<file path="config.mk">
export PLATFORM = sky130hd
export DESIGN_NAME = register_bank
export DESIGN_NICKNAME = d
export VERILOG_FILES = /design/src/rtl/mips_pkg.sv /design/src/rtl/regfile_read_port.sv /design/src/rtl/register_bank.sv
export SDC_FILE = /design/constraint.sdc
export NUM_CORES = 2
export LEC_CHECK = 0
export CAP_MARGIN = 15
export CORE_MARGIN = 2
export CORE_UTILIZATION = 44
export CTS_BUF_LIST = sky130_fd_sc_hd__clkbuf_8 sky130_fd_sc_hd__clkbuf_16
export CTS_CLUSTER_SIZE = 25
export DETAILED_ROUTE_END_ITERATION = 16
export PLACE_DENSITY = 0.61
export SLEW_MARGIN = 15
export SYNTH_ARGS = -nofsm -noshare
export SYNTH_HDL_FRONTEND = slang
export SYNTH_SLANG_ARGS = --single-unit
</file>
<file path="constraint.sdc">
create_clock -name clk -period 2.35 [get_ports clk]
set_input_delay 0.235 -clock clk [delete_from_list [all_inputs] [get_ports clk]]
set_output_delay 0.235 -clock clk [all_outputs]
set_load 0.1 [all_outputs]
</file>
<file path="src/rtl/mips_pkg.sv">
// mips_pkg: definitions shared by the single-cycle MIPS datapath blocks.
//   DEF_DATA_W / DEF_ADDR_W : default word and register-address widths
//   word_t / reg_addr_t     : matching data and register-index types
//   REG_ZERO, REG_SP, REG_RA: architecturally named register indices
package mips_pkg;

    localparam int unsigned DEF_DATA_W = 32;
    localparam int unsigned DEF_ADDR_W = 5;

    typedef logic [DEF_DATA_W-1:0] word_t;
    typedef logic [DEF_ADDR_W-1:0] reg_addr_t;

    localparam reg_addr_t REG_ZERO = 5'd0;
    localparam reg_addr_t REG_SP   = 5'd29;
    localparam reg_addr_t REG_RA   = 5'd31;

endpackage

</file>
<file path="src/rtl/regfile_read_port.sv">
// regfile_read_port: one combinational read port of the register file.
//   i_regs : full storage array
//   i_addr : register index to read
//   o_data : selected word; index 0 always reads as zero
module regfile_read_port #(
    parameter int unsigned DATA_W = 32,
    parameter int unsigned ADDR_W = 5
) (
    input  logic [DATA_W-1:0] i_regs [0:(2**ADDR_W)-1],
    input  logic [ADDR_W-1:0] i_addr,
    output logic [DATA_W-1:0] o_data
);

    // The zero check keeps $zero reading 0 even before the first reset, when
    // the storage behind it is still undefined.
    always_comb begin
        o_data = '0;
        if (i_addr != '0) begin
            o_data = i_regs[i_addr];
        end
    end

endmodule

</file>
<file path="src/rtl/register_bank.sv">
// register_bank: 32 x 32-bit MIPS general-purpose register file.
//   a1 / rd1 : rs read port (combinational)
//   a2 / rd2 : rt read port (combinational)
//   a3, wd3, we3 : synchronous write port; writes to register 0 are dropped
//   clk      : clock, all state changes on its rising edge
//   rst      : synchronous active-high reset, clears every register
// Ports keep the legacy positional order so old 8-port instantiations still bind.
module register_bank
    import mips_pkg::*;
#(
    parameter int unsigned DATA_W = DEF_DATA_W,
    parameter int unsigned ADDR_W = DEF_ADDR_W
) (
    input  logic [ADDR_W-1:0] a1,
    input  logic [ADDR_W-1:0] a2,
    input  logic [ADDR_W-1:0] a3,
    input  logic [DATA_W-1:0] wd3,
    input  logic              we3,
    input  logic              clk,
    output logic [DATA_W-1:0] rd1,
    output logic [DATA_W-1:0] rd2,
    input  logic              rst
);

    localparam int DEPTH = 2 ** ADDR_W;

    // Name and [0:DEPTH-1] ordering are referenced hierarchically by benches.
    logic [DATA_W-1:0] registers [0:DEPTH-1];

    // rst is compared against 1'b1 so a floating (unconnected) reset reads as
    // inactive. A write with an unknown enable or address fails its condition
    // and leaves storage untouched.
    always_ff @(posedge clk) begin
        if (rst == 1'b1) begin
            for (int i = 0; i < DEPTH; i++) begin
                registers[i] <= '0;
            end
        end else if ((we3 == 1'b1) && (a3 != '0)) begin
            registers[a3] <= wd3;
        end
    end

    // No write-to-read bypass: reads see the pre-edge contents.
    regfile_read_port #(
        .DATA_W (DATA_W),
        .ADDR_W (ADDR_W)
    ) u_read_rs (
        .i_regs (registers),
        .i_addr (a1),
        .o_data (rd1)
    );

    regfile_read_port #(
        .DATA_W (DATA_W),
        .ADDR_W (ADDR_W)
    ) u_read_rt (
        .i_regs (registers),
        .i_addr (a2),
        .o_data (rd2)
    );

endmodule

</file>
### Yosys cells after proc, flatten, opt, wreduce, memory -nomap -nowiden

Cells that the tools add are included.

* output and inout bits: 64
* bits of input ports: 50
* word-level logic and storage cells: 55
* bits in registers: 1024

* mux-type cells: 11
* $lt $le $gt $ge: 4
* bitwise gates (word level): 3
* reductions and logical operators: 5

Operators by type and width (number)
* bitwise mux 1024 bit: 1
* binary-select mux 32 bit (select 5 bit): 2
* two-way mux 32 bit: 7
* demux 32 bit (select 5 bit): 1
* >= comparator 6 bit (second input constant): 3
* inverter 5 -> 6 bit: 3
* nonzero test 5 bit: 3
* less-than comparator 6 x 1 -> 1 bit (second input constant): 1
* logical AND 1 bit: 2

### Logic depth before layout (Yosys ltp)

* word-level depth: 6
* gate-level depth with buffers: 9
* depth with buffers taken out: 4

### Hierarchy

A second synthesis with hierarchy kept.

* cell total of the unflattened synthesis: 4760
* area, all modules: 55599.6 µm²

By module, submodules not included
* register_bank: area each 38863.5 µm², cells each 3432, instances 1, seq. area each 20499.7 µm²
* regfile_read_port: area each 8368.0 µm², cells each 664, instances 2, seq. area each 0.0 µm²

### Least setup slack after synthesis

No wires, ideal clock.

* kind: input to output
* start: in a2[2]
* end: out rd2[23]
* data arrival time: 3740 ps
* setup slack: -1625 ps
* stages: 8
* path buffers: 4
* required time: 2115 ps
* path through: buf_6 buf_6 buf_8 buf_12 mux2i_1 a221oi_1 o21ai_0 a311oi_1

* word-level cells in the longest chain between the ends: 5
* elaborated cells on any way between the ends: 6
* those cells by class: 4 x mux; 1 x bitwise; 1 x reduce/logical

RTL lines
* from (decl): line register_bank.sv:15 `input logic [ADDR_W-1:0] a2,`
* inverter 5 -> 6 bit (not written as such): line regfile_read_port.sv:19 `o_data = i_regs[i_addr];`
* binary-select mux 32 bit (select 5 bit): line regfile_read_port.sv:19
* two-way mux 32 bit (not written as such) (2 in series): line regfile_read_port.sv:19
* two-way mux 32 bit (*): line regfile_read_port.sv:18 `if (i_addr != '0) begin`
* to (decl): line register_bank.sv:21 `output logic [DATA_W-1:0] rd2,`

Every way passes the cells marked *; elsewhere a longest branch is shown, timed or not. The select of a mux whose other input is x is not followed.

### Worst setup path in the final report

* start: reg registers[652] (netlist bit)
* end: out rd2[12]

* word-level cells in the longest chain between the ends: 4

RTL lines
* from (decl): line register_bank.sv:28 `logic [DATA_W-1:0] registers [0:DEPTH-1];`
* from (signal, indexed assignment): line register_bank.sv:39 `registers[a3] <= wd3;`
* binary-select mux 32 bit (select 5 bit): line regfile_read_port.sv:19
* two-way mux 32 bit (not written as such) (2 in series): line regfile_read_port.sv:19
* two-way mux 32 bit: line regfile_read_port.sv:18

Every way passes these cells. The select of a mux whose other input is x is not followed.

==> out/qor.csv <==
metric;value;unit
row count;125;
Hold Vio Cnt, Final;0;
synth warn;0;
Via density;6.37;
Root Driver;clkbuf_16;
Die Ht;347;um
Peak supply drop;0.641;mV
die width;347;um
mapped cell area;0.0518;mm^2
layout overhead on the synthesized area;27.0;%
vias in the first global route;45800;
Crit Path Category;reg2out;
maximum fanout along the worst path;3;
Clock Power Share;0.450;
DRT iter0 DRCs;5956;
I/O pins;114;
gr usage total;0.337;
initial antenna violation count;1;
worst skew pair latency;0.69;ns
Slew Limit Fails;0;
clock transition at the registers of the reported paths;0.06;ns
Starting Density;0.444;
combinational power share;0.132;
Yosys top cell area share;0.396;
clock tree buffer depth;3;
CTS tree;yes;
Post-DP HPWL;133000;um
remaining antenna violation count;0;
final WL;208000;um
Post-Layout Cell Count;7598;
worst slew pin tran;1.19;ns
violated checks;setup timing;
sequential area share after synthesis;0.396;
maximum clock frequency;368;MHz
Core Region;0.117;mm^2
RSZ-0062 raised after global routing;yes;
DR vias;48400;
switching share of power;0.265;
Synth Instances;5833;
dpl cells;7398;
grt ovf;0;
Psw;11100;uW
Area contributors post-synth;dfxtp_1 40%, mux4_2 19%, nand2_1 15%;
post-layout util;0.565;
post-layout min period;2.72;ns
Sink Count;1024;
Post-synth top cells;2048 x nand2_1, 1024 x dfxtp_1, 992 x a21oi_1;
Hold Path Class;in2reg;
largest net degree at the start of global routing;115;
drt wl/cell;27.4;um
Final period util;1.16;
Maximum Capacitance Violations;0;
largest area contributor in the netlist;dfxtp_1;
Final Skew;0;ns
DRC Markers;0;
Arr. time, crit path;2.48;ns
CP Launch Type;flop;
final-layout fill cell count;9826;
Post-synth top flop;dfxtp_1;
final setup violation count;64;
Post-DP Area;0.0604;mm^2
Int Pwr;30900;uW
Avg Inst Size Synth;8.88;um^2
Nets;6033;
register bit total from synthesis;1024;
Pre-antenna DRT Iters;6;
sequential power share;0.418;
syn nets;5883;
first-pass GRT wire length;305000;um
status;complete, but fails checks;
layout cell share with drive strength beyond 1;0.312;
count leader, synth;nand2_1;
CTS Buf Count;109;
Pwr Density;640;mW/mm^2
Pleak;0.0220;uW
ys async rst share;0;
PortBufs;113;
Yosys cell types;42;
routability cong.;0.910;
H-Tree Depth;3;
WP data required;2.12;ns
post-route cell area;0.0658;mm^2
Post-synth EDFFs;0;
nature of the critical path endpoint;output pin;
die area;0.120;mm^2
Top reg by flops;registers;
Top Registers;registers: 1024 flops;
normalized max-slew margin;0.210;
PnR worst setup slack;-0.368;ns
R2R setup slack;1.61;ns
number of flip-flops in the largest register;1024;
path summary, 6_finish.rpt:
check,from,endpoint,cells past startpoint
worst max-delay path,registers[652],rd2[12],6
worst min-delay path,wd3[11],registers[43],4
worst max register to register,registers[435],registers[435],3
worst min register to register,registers[905],registers[905],2
final cells by class:
cell class / instances / area (um^2) / area share
Antenna cell: 1 / 2.50 / 0.0000380
Tap cell: 1524 / 1910 / 0.0290
Clock inverter: 67 / 805 / 0.0122
Multi-Input combinational cell: 4186 / 30700 / 0.467
Sequential cell: 1024 / 20900 / 0.318
Timing Repair Buffer: 660 / 8350 / 0.127
Clock buffer: 134 / 3120 / 0.0474
Inverter: 2 / 12.5 / 0.000190
stage by stage:
| step | hold WS (ns) | total power [uW] | TNS [ns] | setup WS (ns) |
|---|---|---|---|---|
| global placement | 0.449 | 23200 | -12.83 | -0.571 |
| global route | 0.401 | 43000 | -15.44 | -0.381 |
| CTS | 0.340 | 42000 | -14.33 | -0.337 |
| finish | 0.373 | 42100 | -13.87 | -0.368 |
| detailed placement | 0.457 | 23300 | -16.67 | -0.544 |
| floorplan | 0.371 | 21000 | -3.13 | -0.263 |
critical path, cell delays in order (launching register included):
cell	delay, ns
dfxtp_2	0.33
mux4_2	0.47
nor2b_1	0.16
a211oi_2	0.24
buf_4	0.21
a311oi_4	0.08
buf_12	0.27
kinds of logic (layout without fill, tap and decap cells):
| logic type | Yosys count | in the layout | synth area share |
|---|---|---|---|
| AOI/OAI and AO/OA | 1325 | 1325 | 0.144 |
| other | 0 | 1 | 0 |
| buffers and inverters | 624 | 863 | 0.0563 |
| and+or+nand+nor | 2188 | 2189 | 0.165 |
| DFF | 1024 | 1024 | 0.396 |
| muxes | 672 | 672 | 0.239 |
repair_timing:
action,in CTS,in global routing
pin swaps,89,41
gates resized for setup,422,147
endpoints found under the setup margin,64,64
gates cloned,1,0
hold endpoints to repair,35,0
buffers inserted,7,11
hold buffers,1,0
cells in the final DEF (no fill, tap or decap), types with 10 or more instances in the layout:
| master | netlist | layout |
|---|---|---|
| a211oi_1 | 32 | 10 |
| a211oi_2 | 0 | 19 |
| a21oi_1 | 992 | 992 |
| a221o_1 | 32 | 21 |
| a221o_2 | 0 | 11 |
| a221oi_1 | 45 | 30 |
| a221oi_2 | 0 | 15 |
| a22oi_1 | 64 | 46 |
| a22oi_2 | 0 | 18 |
| a311oi_4 | 0 | 32 |
| a31oi_4 | 0 | 32 |
| buf_12 | 3 | 253 |
| buf_4 | 47 | 338 |
| buf_6 | 22 | 23 |
| bufinv_16 | 0 | 19 |
| clkbuf_16 | 0 | 113 |
| clkbuf_8 | 0 | 21 |
| clkdlybuf4s50_1 | 0 | 38 |
| clkinv_2 | 0 | 23 |
| dfxtp_1 | 1024 | 710 |
| dfxtp_2 | 0 | 314 |
| inv_1 | 2 | 19 |
| mux2_4 | 0 | 23 |
| mux2i_1 | 192 | 176 |
| mux2i_2 | 0 | 14 |
| mux4_2 | 448 | 448 |
| nand2_1 | 2048 | 2023 |
| nand2_2 | 0 | 25 |
| nor2_4 | 0 | 22 |
| nor2b_1 | 71 | 56 |
| nor2b_4 | 0 | 12 |
| o2111ai_1 | 19 | 13 |
| o21ai_1 | 26 | 24 |
| o21ai_2 | 0 | 27 |
| o21ai_4 | 0 | 22 |
power groups by stage:
stage	registers (uW)	clock network (uW)	logic [uW]
6_report	17600	18900	5560
5_1_grt	17600	19800	5680
4_1_cts	17600	19000	5420
3_5_place_dp	18000	0	5300
3_3_place_gp	18000	0	5270
2_1_floorplan	17900	0	3030
layer usage:
| metal | global-route usage | vias up | wire length, um |
|---|---|---|---|
| li1 | - | 20700 | - |
| met1 | 0.452 | 23800 | 80200 |
| met2 | 0.509 | 3194 | 91400 |
| met3 | 0.0887 | 626 | 26200 |
| met4 | 0.158 | 0 | 10500 |
| met5 | 0 | - | 0 |
Note: power is estimated with default switching activity, not from simulation.
